### src/rtl/gray_codec_pipe.sv
// gray_codec_pipe: pipelined binary<->Gray converter with valid/ready flow
// control and a single-step checker on Gray (decode) inputs.
//
// Every transaction carries its own mode, partially converted word and
// sequence-error bit down a STAGES-deep register pipeline. Encode needs only
// one XOR level, so it is done entirely in the first stage and later stages
// pass the word through. Decode is a prefix-XOR chain from the MSB down. That
// chain is cut into ceil(WIDTH/STAGES)-bit slices, and stage s resolves slice s.
// A partial word therefore holds binary bits above the current slice and
// untouched Gray bits below it.
module gray_codec_pipe #(
  parameter int WIDTH  = 4,
  parameter int STAGES = 2
) (
  input  logic             clk,
  input  logic             rst_n,
  input  logic             in_valid,
  output logic             in_ready,
  input  logic             in_mode,
  input  logic [WIDTH-1:0] in_data,
  output logic             out_valid,
  input  logic             out_ready,
  output logic             out_mode,
  output logic [WIDTH-1:0] out_data,
  output logic             out_seq_err
);

  // Bits of the decode chain resolved per stage, MSB slice first.
  localparam int CHUNK = (WIDTH + STAGES - 1) / STAGES;

  logic             stg_valid [STAGES];
  logic             stg_mode  [STAGES];
  logic             stg_err   [STAGES];
  logic [WIDTH-1:0] stg_data  [STAGES];
  logic [WIDTH-1:0] nxt_data  [STAGES];

  logic [WIDTH-1:0] last_gray;
  logic             hist_valid;
  logic             stall;
  logic             accept;
  logic             seq_err_in;

  // Resolve the decode slice owned by 'stage'. Bits above the slice are already
  // binary, so each bit in the slice XORs its Gray bit with the binary bit just
  // above it, walking downward. The MSB never changes.
  function automatic logic [WIDTH-1:0] resolve_chunk(input logic [WIDTH-1:0] word,
                                                     input int stage);
    logic [WIDTH-1:0] res;
    int hi;
    int lo;
    res = word;
    hi  = WIDTH - 1 - stage * CHUNK;
    lo  = hi - CHUNK + 1;
    for (int i = WIDTH - 2; i >= 0; i--) begin
      if (i <= hi && i >= lo) begin
        res[i] = res[i+1] ^ res[i];
      end
    end
    return res;
  endfunction

  // A full output that the consumer refuses freezes the whole pipe.
  // Otherwise everything, bubbles included, moves one stage per cycle.
  assign stall    = stg_valid[STAGES-1] && !out_ready;
  assign in_ready = !stall;
  assign accept   = in_valid && in_ready;

  // A decode input is flagged when a previous decode exists and the Hamming
  // distance to it is anything other than exactly one bit.
  assign seq_err_in = !in_mode && hist_valid && ($countones(in_data ^ last_gray) != 1);

  // Next-stage word for every stage. Encode is finished at entry. Decode
  // resolves one slice per stage.
  always_comb begin
    for (int s = 0; s < STAGES; s++) begin
      nxt_data[s] = '0;
    end
    nxt_data[0] = in_mode ? (in_data ^ (in_data >> 1)) : resolve_chunk(in_data, 0);
    for (int s = 1; s < STAGES; s++) begin
      nxt_data[s] = stg_mode[s-1] ? stg_data[s-1] : resolve_chunk(stg_data[s-1], s);
    end
  end

  // Pipeline registers. Payload is loaded only with a valid transaction, so
  // the output word keeps its last value while bubbles pass through.
  always_ff @(posedge clk) begin
    if (!rst_n) begin
      for (int s = 0; s < STAGES; s++) begin
        stg_valid[s] <= 1'b0;
        stg_mode[s]  <= 1'b0;
        stg_err[s]   <= 1'b0;
        stg_data[s]  <= '0;
      end
    end else if (!stall) begin
      stg_valid[0] <= accept;
      if (accept) begin
        stg_mode[0] <= in_mode;
        stg_err[0]  <= seq_err_in;
        stg_data[0] <= nxt_data[0];
      end
      for (int s = 1; s < STAGES; s++) begin
        stg_valid[s] <= stg_valid[s-1];
        if (stg_valid[s-1]) begin
          stg_mode[s] <= stg_mode[s-1];
          stg_err[s]  <= stg_err[s-1];
          stg_data[s] <= nxt_data[s];
        end
      end
    end
  end

  // Decode history for the sequence checker. Encodes leave it untouched.
  always_ff @(posedge clk) begin
    if (!rst_n) begin
      last_gray  <= '0;
      hist_valid <= 1'b0;
    end else if (accept && !in_mode) begin
      last_gray  <= in_data;
      hist_valid <= 1'b1;
    end
  end

  assign out_valid   = stg_valid[STAGES-1];
  assign out_mode    = stg_mode[STAGES-1];
  assign out_seq_err = stg_err[STAGES-1];
  assign out_data    = stg_data[STAGES-1];

endmodule

### config.mk
export PLATFORM = sky130hd
export DESIGN_NAME = gray_codec_pipe
export DESIGN_NICKNAME = d
export VERILOG_FILES = /design/src/rtl/gray_codec_pipe.sv
export SDC_FILE = /design/constraint.sdc
export NUM_CORES = 1
export LEC_CHECK = 0
export ABC_CLOCK_PERIOD_IN_PS = 5000
export BUFFER_PORTS_ARGS = -buffer_cell sky130_fd_sc_hd__buf_4
export CORE_MARGIN = 4
export CORE_UTILIZATION = 50
export CTS_CLUSTER_SIZE = 10
export DETAILED_ROUTE_END_ITERATION = 10
export PLACE_DENSITY = 0.72
export SYNTH_ARGS = -nofsm -noshare
export SYNTH_HDL_FRONTEND = slang
export SYNTH_SLANG_ARGS = --single-unit
### constraint.sdc
create_clock -name clk -period 5 [get_ports clk]
set_input_delay 1 -clock clk [delete_from_list [all_inputs] [get_ports clk]]
set_output_delay 1 -clock clk [all_outputs]
set_load 0.05 [all_outputs]
## Yosys cells after proc, flatten, opt, wreduce, memory -nomap -nowiden

Memory sizes are Yosys's and may differ from the RTL's.
Cells that the tools add are included.

- Add/subtract/negate cells: 3
- Equality and inequality tests: 1
- Muxes and demuxes: 22
- Bitwise gates (word level): 13
- Reductions and logical operators: 8

Operator list:

| cell | count |
|---|---|
| 1-bit 2-to-1 mux | 18 |
| 4-bit 2-to-1 mux | 3 |
| 1-bit bitwise OR | 8 |
| 1-bit logical AND | 5 |
| 1-bit by 1-bit adder with 2-bit output | 2 |
| 4-bit by 3-bit XOR with 4-bit output | 1 |
| 4-bit XOR | 1 |
| 2-bit by 2-bit adder with 3-bit output | 1 |
| 1-bit zero test | 3 |
| 3-bit by 1-bit inequality test with 1-bit output, second input constant | 1 |
| 1-bit XOR | 3 |
| 2-bit 2-to-1 mux | 1 |

- Register bits after elaboration: 5
- Bits in writable memories: 14
- Output and inout port bits: 8
- Word-level logic and storage cells: 53
- Memories kept: 4

Memory list:

| name | words | bits a word | read ports | clocked after memory_dff | write ports | line | text |
|---|---|---|---|---|---|---|---|
| stg_data | 2 | 4 | 2 | 0 | 2 | 34 | `logic [WIDTH-1:0] stg_data [STAGES];` |
| stg_err | 2 | 1 | 2 | 0 | 2 | 33 | `logic stg_err [STAGES];` |
| stg_mode | 2 | 1 | 2 | 0 | 2 | 32 | `logic stg_mode [STAGES];` |
| stg_valid | 2 | 1 | 2 | 0 | 2 | 31 | `logic stg_valid [STAGES];` |

## Depth between registers and ports, before layout

Gate-level depths: netlist (run 1).

- Word-level depth: 9
- Mapped depth: 7

## Worst setup path before layout (run 1)

No wires, ideal clock.

- Path type: input to register
- Start: input port in_data[0]
- End: memory stg_err[0][0], data pin
- Setup time: 0.184 ns
- Data arrival time: 2.501 ns
- Required time: 4.816 ns
- Setup slack: 2.314 ns
- Stages on the path: 7
- Path buffers: 0
- Cells stage by stage: xnor2_1 fa_1 inv_1 ha_1 ha_1 nor2_1 a2111oi_4

RTL lines:

| item | line | text |
|---|---|---|
| from (decl) | 20 | `input logic [WIDTH-1:0] in_data,` |
| to (decl) | 33 |  |

==> results.toml, run 1 <==
[yosys]
yosysTopAreaCellShare_pct = 42.5
synth_area_leaders = "edfxtp_1, dfxtp_1, nand2_1"
synth_sequential_area_ratio_pct = 52.6
syn_area_um2 = 990
synthDistinctLibCells = 27
yosysTopAreaCell = "edfxtp_1"
synth_warnings = 0
synth_nets = 95
ys_seq_elements = 19
postSynthAreaPerCell_um2 = 11.9
syn_inst = 83

[clock_network]
path_clk_slew_ps = 120
tritoncts = "done"
ctsLongestPathBuffers = 2
hold_buffers = 0
post-cts-setup-buffers = 0
cts_buffers = 3
cts-root-buf = "clkbuf_4"
clkSinkCount = 19
clkLatencyLatePin_ps = 300
cts_resized = 0
h-tree-depth = 1

[timing]
tns_ps = 0
finalHoldViolCount = 0
rsz0062_at_grt = "no"
fmax_ghz = 0.390
final_max_slew_viol_count = 0
fin_crit_sh_pct = 51.3
worst_slack_ps = 2430
min_period_ps = 2570
holdWs_ps = 476
relSlewSlack_pct = 76.2
finalClockSkew_ps = 3.73
worst_slew_pin_slew_ps = 357
setup_viol = 0

[worst_setup_path]
cp_max_fo = 3
worstPathCellList = "buf_4 -> xnor2_1 -> fa_1 -> inv_1 -> ha_1 -> ha_1 -> nor2_1 -> a2111oi_4"
slowest_stage = "fa_1"
endpoint_kind = "flip-flop"
worstPathRequired_ps = 5120
max_stage_delay_ps = 540
worst_path_most_repeated_cell = "ha_1"
critPathKind = "primary input to flip-flop"
cp-start-kind = "primary input"
arrival_ps = 2690

[final_layout]
multiInputGateArea_um2 = 412
diodes = 0
seq_area_um2 = 520
final_cell_mix = "buf_4, nand2_1, edfxtp_1, xnor2_1, and2_1"
area_delta_synth_final_pct = 14.3
final_net_count = 110
drive_gt1_share_pct = 26.8
final_common_cell = "buf_4"
n_fill_cell = 166
post-route-util_pct = 62.8

[die]
rows = 15
die_x_um = 52.5
dieHeight_um = 52.5
core_um2 = 1800
die_area_um2 = 2760
pin_count = 17
start_util_pct = 54.9

[route]
ant_nets = 0
dr.pass1.iters = 4
routedWlPerCell_um = 11.6
drc = 0
num_vias = 584
drt-initial-drc-count = 9
routed_wirelength_mm = 1.42
vias_per_cell = 4.79

[grt]
antenna_found_initial = 0
grtUsageTotal_pct = 12.3
grt-ovfl-total = 0
grt_pass1_wl_mm = 2.39
grt_max_degree = 17
grt_pass1_vias = 554

[pwr]
p_total_mw = 0.353
irDropWorstVdd_mv = 0.161
leakage_nw = 0.460
power_per_cell_area_nw_per_um2 = 312

[placement]
gp_congestion = 0.727
portBuffers = 16
dp_slack_ps = 2120
dp_hpwl_mm = 1.07

[job]
drv_cap = 0

[min_path]
hold_class = "flip-flop to flip-flop"

[run_status]
status = "complete, no violations"
==> layout make-up <==
cell class	instances	share of cell area [%]
clock inverters	1	0.664
inverters	4	1.55
clock buffers	3	1.99
repair buffers	16	10.6
flip-flops and latches	19	46.0
multi-input cells	54	36.4
well taps	25	2.77
==> metal layers <==
| metal | routed length [um] | vias to the layer above | track usage (%) |
|---|---|---|---|
| li1 | - | 303 | - |
| met1 | 642 | 264 | 15.0 |
| met2 | 685 | 13 | 19.6 |
| met3 | 63 | 4 | 2.56 |
| met4 | 29 | 0 | 7.66 |
| met5 | 0 | - | 0 |
==> metrics by stage <==
| step | area [um^2] | cells |
|---|---|---|
| 6_report | 1130 | 122 |
| 4_1_cts | 1130 | 122 |
| 5_1_grt | 1130 | 122 |
| 3_3_place_gp | 1100 | 118 |
| 2_1_floorplan | 990 | 83 |
| 3_5_place_dp | 1100 | 118 |
==> worst max-delay path: cells and delay by family <==
family	cells	cell delay (ps)
XOR/XNOR	1	140
AND/OR/NAND/NOR	1	60
adder cells (fa/ha/maj)	3	1000
AO/OA/AOI/OAI	1	330
buffers and inverters	2	170
==> state kept, by name (all words and copies together) (netlist names) <==
| name | count |
|---|---|
| stg_err | 2 |
| hist_valid | 1 |
| last_gray | 4 |
| stg_data | 8 |
| stg_valid | 2 |
| stg_mode | 2 |
==> path summary, 6_finish.rpt <==
kind	startpoint	end	slack, ps	cells after the start
max	in_data[0]	stg_err[0][0]	2430	8
max reg2reg	last_gray[0]	stg_err[0][0]	2910	7
min reg2reg	last_gray[0]	last_gray[0]	480	2
min	last_gray[0]	last_gray[0]	480	2
==> Yosys cell counts <==
master / number
and3_1: 1
mux2i_1: 4
a21oi_1: 1
and3_2: 1
fa_1: 1
buf_2: 1
inv_1: 3
xor2_1: 3
o211ai_4: 1
o211a_1: 1
o21ai_0: 1
clkbuf_2: 1
or3_1: 1
nor2b_1: 1
xnor2_1: 6
ha_1: 2
dfxtp_1: 5
nor2b_4: 1
and2_1: 6
buf_4: 4
nor3b_4: 1
nor2_1: 5
a2111oi_4: 1
inv_4: 1
nand2_1: 15
edfxtp_1: 14
o21a_1: 1
==> report_power, final <==
part           switching (mW)  total (mW)  internal, mW
logic                  0.0503      0.0818        0.0316
registers             0.00592       0.189         0.183
clock network          0.0519      0.0824        0.0304
==> logic make-up after synthesis <==
kind of cell / synth area share, %
AND/OR/NAND/NOR: 17.3
adder cells (fa/ha/maj): 4.55
XOR/XNOR: 7.97
flip-flops: 52.6
AO/OA/AOI/OAI: 7.71
multiplexers: 4.05
buffers and inverters: 5.81
Note: power is estimated with default switching activity, not from simulation.
==> run 2, diff against run 1 <==
--- a/config.mk
+++ b/config.mk
@@ -5,7 +5,7 @@
 export SDC_FILE = /design/constraint.sdc
 export NUM_CORES = 1
 export LEC_CHECK = 0
-export ABC_CLOCK_PERIOD_IN_PS = 5000
+export ABC_CLOCK_PERIOD_IN_PS = 2400
 export BUFFER_PORTS_ARGS = -buffer_cell sky130_fd_sc_hd__buf_4
 export CORE_MARGIN = 4
 export CORE_UTILIZATION = 50
==> constraint.sdc (replaced) <==
create_clock -name clk -period 2.4 [get_ports clk]
set_input_delay 0.48 -clock clk [delete_from_list [all_inputs] [get_ports clk]]
set_output_delay 0.48 -clock clk [all_outputs]
set_load 0.05 [all_outputs]
==> run 2 against run 1 <==
  * Via count did not move
  * Flip-flop and latch count stayed put
  * Die area stayed put
  * Sequential share of layout area did not move
  * Sequential power is 110% higher
  * Critical endpoint unchanged
  * Largest power group unchanged
  * Highest routed layer unchanged
==> results.toml, run 2 (synthesis results as in run 1) <==
[clock_network]
ctsLongestPathBuffers = 2
cts_buffers = 3
clkLatencyLatePin_ps = 300
cts-root-buf = "clkbuf_4"
hold_buffers = 0
path_clk_slew_ps = 120
post-cts-setup-buffers = 0
cts_resized = 0
tritoncts = "done"
h-tree-depth = 1
clkSinkCount = 19

[route]
drc = 0
routed_wirelength_mm = 1.42
drt-initial-drc-count = 9
ant_nets = 0
num_vias = 584
dr.pass1.iters = 4
routedWlPerCell_um = 11.6
vias_per_cell = 4.79

[placement]
dp_hpwl_mm = 1.07
dp.cells = 118
placed_cell_area_um2 = 1100
gp_congestion = 0.727
dp_slack_ps = 35.7
portBuffers = 16

[worst_setup_path]
arrival_ps = 2210
worstPathRequired_ps = 2520
cp-start-kind = "flip-flop"
endpoint_kind = "flip-flop"
reg2reg_slack_ps = 310
cp_max_fo = 2
reg2reg_to = "stg_err[0][0]"
reg2reg_from = "last_gray[0]"
critPathKind = "flip-flop to flip-flop"
r2r_cells = 7

[timing]
tns_ps = 0
worst_slew_pin_slew_ps = 357
holdWs_ps = 441
finalClockSkew_ps = 3.76
final_max_slew_viol_count = 0
setup_viol = 0
min_period_ps = 2090
rsz0062_at_grt = "no"
finalHoldViolCount = 0
fmax_ghz = 0.480
fin_crit_sh_pct = 86.9
worst_slack_ps = 315
relSlewSlack_pct = 76.2

[final_layout]
n_fill_cell = 166
drive_gt1_share_pct = 26.8
seq_area_um2 = 520
multiInputGateArea_um2 = 412
reg_top3 = "stg_data (8), last_gray (4)"
post-route-util_pct = 62.8
final_net_count = 110
final_cell_mix = "buf_4, nand2_1, edfxtp_1, xnor2_1, and2_1"
final_common_cell = "buf_4"
finish.instance_area_um2 = 1130
area_delta_synth_final_pct = 14.3
largest_register_ff_count = 8
final_cell_count_no_fill = 122
diodes = 0
regMostFlops = "stg_data"

[grt]
grtUsageTotal_pct = 12.3
grt_max_degree = 17
grt_pass1_vias = 554
grt-ovfl-total = 0
grt_pass1_wl_mm = 2.39
antenna_found_initial = 0

[die]
core_um2 = 1800
start_util_pct = 54.9
die_area_um2 = 2760
pin_count = 17
rows = 15
dieHeight_um = 52.5
die_x_um = 52.5

[min_path]
hold_class = "primary input to flip-flop"
hp-start = "in_data[0]"
holdPathStages = 3
hold_end = "last_gray[0]"

[run_status]
status = "complete, no violations"

[pwr]
power_per_cell_area_nw_per_um2 = 651
p_total_mw = 0.736
leakage_nw = 0.460
irDropWorstVdd_mv = 0.335

[job]
drv_cap = 0
==> run 2: cell counts in the layout (fill, tap and decap cells not counted) <==
Identical to the previous run, type by type.
==> run 2: cell type report <==
cell class / count / area share (%)
flip-flops and latches: 19 / 46.0
inverters: 4 / 1.55
clock buffers: 3 / 1.99
clock inverters: 1 / 0.664
well taps: 25 / 2.77
multi-input cells: 54 / 36.4
repair buffers: 16 / 10.6
==> run 2: worst max-delay path: stages (launching register included) <==
cell and delay (ps):
dfxtp_1 340, xnor2_1 150, fa_1 540, inv_1 40, ha_1 190, ha_1 270, nor2_1 60, a2111oi_4 330
==> run 2: report_power, final <==
part | internal [mW] | switching (mW) | leakage (nW)
sequential | 0.382 | 0.0123 | 0.194
combinational | 0.0658 | 0.105 | 0.252
clock | 0.0634 | 0.108 | 0.0139
total | 0.511 | 0.225 | 0.460
==> run 2: worst max-delay path by stage <==
stage,from,to,slack [ps],cells past startpoint
after global routing,last_gray[0],stg_err[0][0],240,7
after CTS,last_gray[0],stg_err[0][0],300,7
final,last_gray[0],stg_err[0][0],310,7
after detailed placement,in_data[0],stg_err[0][0],40,8
after global placement,in_data[0],stg_err[0][0],80,8
after floorplan,in_data[0],stg_err[0][0],230,7
==> run 2: per-layer routing <==
metal  share of wire [%]  wire [um]  vias up  GRT usage [%]
met3                 4.4         63        4           2.56
met2                  48        686       13           19.6
met4                 2.0         29        0           7.66
met5                   0          0        -              0
met1                  45        641      264           15.0
li1                    -          -      303              -
==> run 3, diff against run 2 <==
--- a/config.mk
+++ b/config.mk
@@ -12,6 +12,7 @@
 export CTS_CLUSTER_SIZE = 10
 export DETAILED_ROUTE_END_ITERATION = 10
 export PLACE_DENSITY = 0.72
+export SETUP_SLACK_MARGIN = 0.5
 export SYNTH_ARGS = -nofsm -noshare
 export SYNTH_HDL_FRONTEND = slang
 export SYNTH_SLANG_ARGS = --single-unit
==> run 3 against run 2 <==
  * Worst setup slack better by 81 ps
  * Global-route usage up 2.1 points
  * Register-to-register slack better by 80 ps
  * Critical path type unchanged
  * Via count up 7.4%
  * Final area up 4.4%
  * Flip-flop and latch count unchanged
  * Maximum frequency up 4.0%
==> results.toml, run 3 (synthesis results as in run 1) <==
[run_status]
status = "complete, no violations"

[grt]
grt-ovfl-total = 0
grt_max_degree = 17
grtUsageTotal_pct = 14.4
antenna_found_initial = 0
grt_pass1_wl_mm = 2.84
grt_pass1_vias = 631

[route]
num_vias = 627
drt-initial-drc-count = 6
dr.pass1.iters = 3
drc = 0
vias_per_cell = 5.14
routedWlPerCell_um = 12.7
routed_wirelength_mm = 1.55
ant_nets = 0

[worst_setup_path]
cp-start-kind = "flip-flop"
arrival_ps = 2130
reg2reg_to = "stg_err[0][0]"
reg2reg_from = "last_gray[1]"
r2r_cells = 7
worstPathRequired_ps = 2520
critPathKind = "flip-flop to flip-flop"
endpoint_kind = "flip-flop"
reg2reg_slack_ps = 400
cp_max_fo = 2

[placement]
portBuffers = 16
dp_hpwl_mm = 1.25
gp_congestion = 0.756

[timing]
fmax_ghz = 0.499
min_period_ps = 2000
fin_crit_sh_pct = 83.5
relSlewSlack_pct = 75.1
worst_slew_pin_slew_ps = 373
finalClockSkew_ps = 1.08
rsz0062_at_grt = "yes"
setup_viol = 0
holdWs_ps = 454
tns_ps = 0
final_max_slew_viol_count = 0
finalHoldViolCount = 0

[final_layout]
drive_gt1_share_pct = 33.0
final_cell_mix = "buf_4, nand2_1, edfxtp_1, and2_1"
largest_register_ff_count = 8
area_delta_synth_final_pct = 19.3
reg_top3 = "stg_data (8), last_gray (4)"
final_net_count = 110
n_fill_cell = 154
diodes = 0
regMostFlops = "stg_data"
final_common_cell = "buf_4"

[clock_network]
cts-root-buf = "clkbuf_4"
h-tree-depth = 1
clkLatencyLatePin_ps = 300
hold_buffers = 0
path_clk_slew_ps = 100
tritoncts = "done"
ctsLongestPathBuffers = 2
post-cts-setup-buffers = 0
cts_buffers = 3
clkSinkCount = 19

[pwr]
combinationalPowerShare_pct = 26.4
swShare_pct = 30.2
p_int_mw = 0.530
leakage_nw = 0.472
switchingPower_mw = 0.229
seqPwrFrac_pct = 52.1
clkPwrFrac_pct = 21.4
irDropWorstVdd_mv = 0.372
power_per_cell_area_nw_per_um2 = 643

[min_path]
hold_end = "last_gray[1]"
hold_class = "primary input to flip-flop"
holdPathStages = 3
hp-start = "in_data[1]"

[die]
die_area_um2 = 2760
start_util_pct = 54.9
dieHeight_um = 52.5
die_x_um = 52.5
core_um2 = 1800
rows = 15
pin_count = 17

[job]
drv_cap = 0
run 3: critical path, stage by stage (launching register included):
cell and delay [ps]:
dfxtp_2 350, xnor2_2 140, fa_1 540, inv_1 40
ha_2 190, ha_4 270, nor2_4 40, a2111oi_4 260
run 3: worst max path at each step:
| stage | start | to | slack [ps] |
|---|---|---|---|
| 5_1_grt | last_gray[1] | stg_err[0][0] | 330 |
| 3_5_place_dp | in_data[3] | stg_err[0][0] | 130 |
| 3_3_place_gp | in_data[3] | stg_err[0][0] | 160 |
| 4_1_cts | last_gray[1] | stg_err[0][0] | 390 |
| 6_report | last_gray[1] | stg_err[0][0] | 400 |
| 2_1_floorplan | in_data[3] | stg_err[0][0] | 330 |
run 3: power by group through the flow:
stage	Combinational [mW]	Clock, mW	Sequential, mW
after floorplan	0.143	0	0.414
after global placement	0.193	0	0.402
after detailed placement	0.201	0	0.404
after CTS	0.202	0.167	0.396
after global routing	0.218	0.187	0.399
final	0.201	0.163	0.396
run 3: metrics by stage:
stage	instances	cell area, um^2	utilization, %	power, mW	worst slack (ps)
floorplan	83	1030	-	0.557	334
global placement	118	1140	63.4	0.595	156
detailed placement	118	1140	63.4	0.605	125
CTS	122	1170	65.1	0.765	392
global route	122	1180	65.6	0.804	330
finish	122	1180	65.6	0.759	396
run 3: final cells by class:
class | instances | area, um^2 | area share [%]
Sequential cell | 19 | 526 | 44.5
Multi-Input combinational cell | 54 | 460 | 39.0
Timing Repair Buffer | 16 | 120 | 10.2
Tap cell | 25 | 31.3 | 2.65
Clock buffer | 4 | 26.3 | 2.22
Inverter | 4 | 17.5 | 1.48
run 3: metal layers:
| metal | wire [um] | global-route usage [%] | vias to the layer above |
|---|---|---|---|
| met4 | 43 | 8.94 | 0 |
| met5 | 0 | 0 | - |
| met3 | 80 | 2.56 | 5 |
| met1 | 619 | 15.8 | 303 |
| met2 | 807 | 25.4 | 15 |
| li1 | - | - | 304 |
run 3: what timing repair did:
| item | 4_1_cts | 5_1_grt |
|---|---|---|
| resized for setup | 3 | 1 |
| cloned | 0 | 0 |
| pin swaps | 2 | 1 |
| setup endpoints to repair | 1 | 1 |
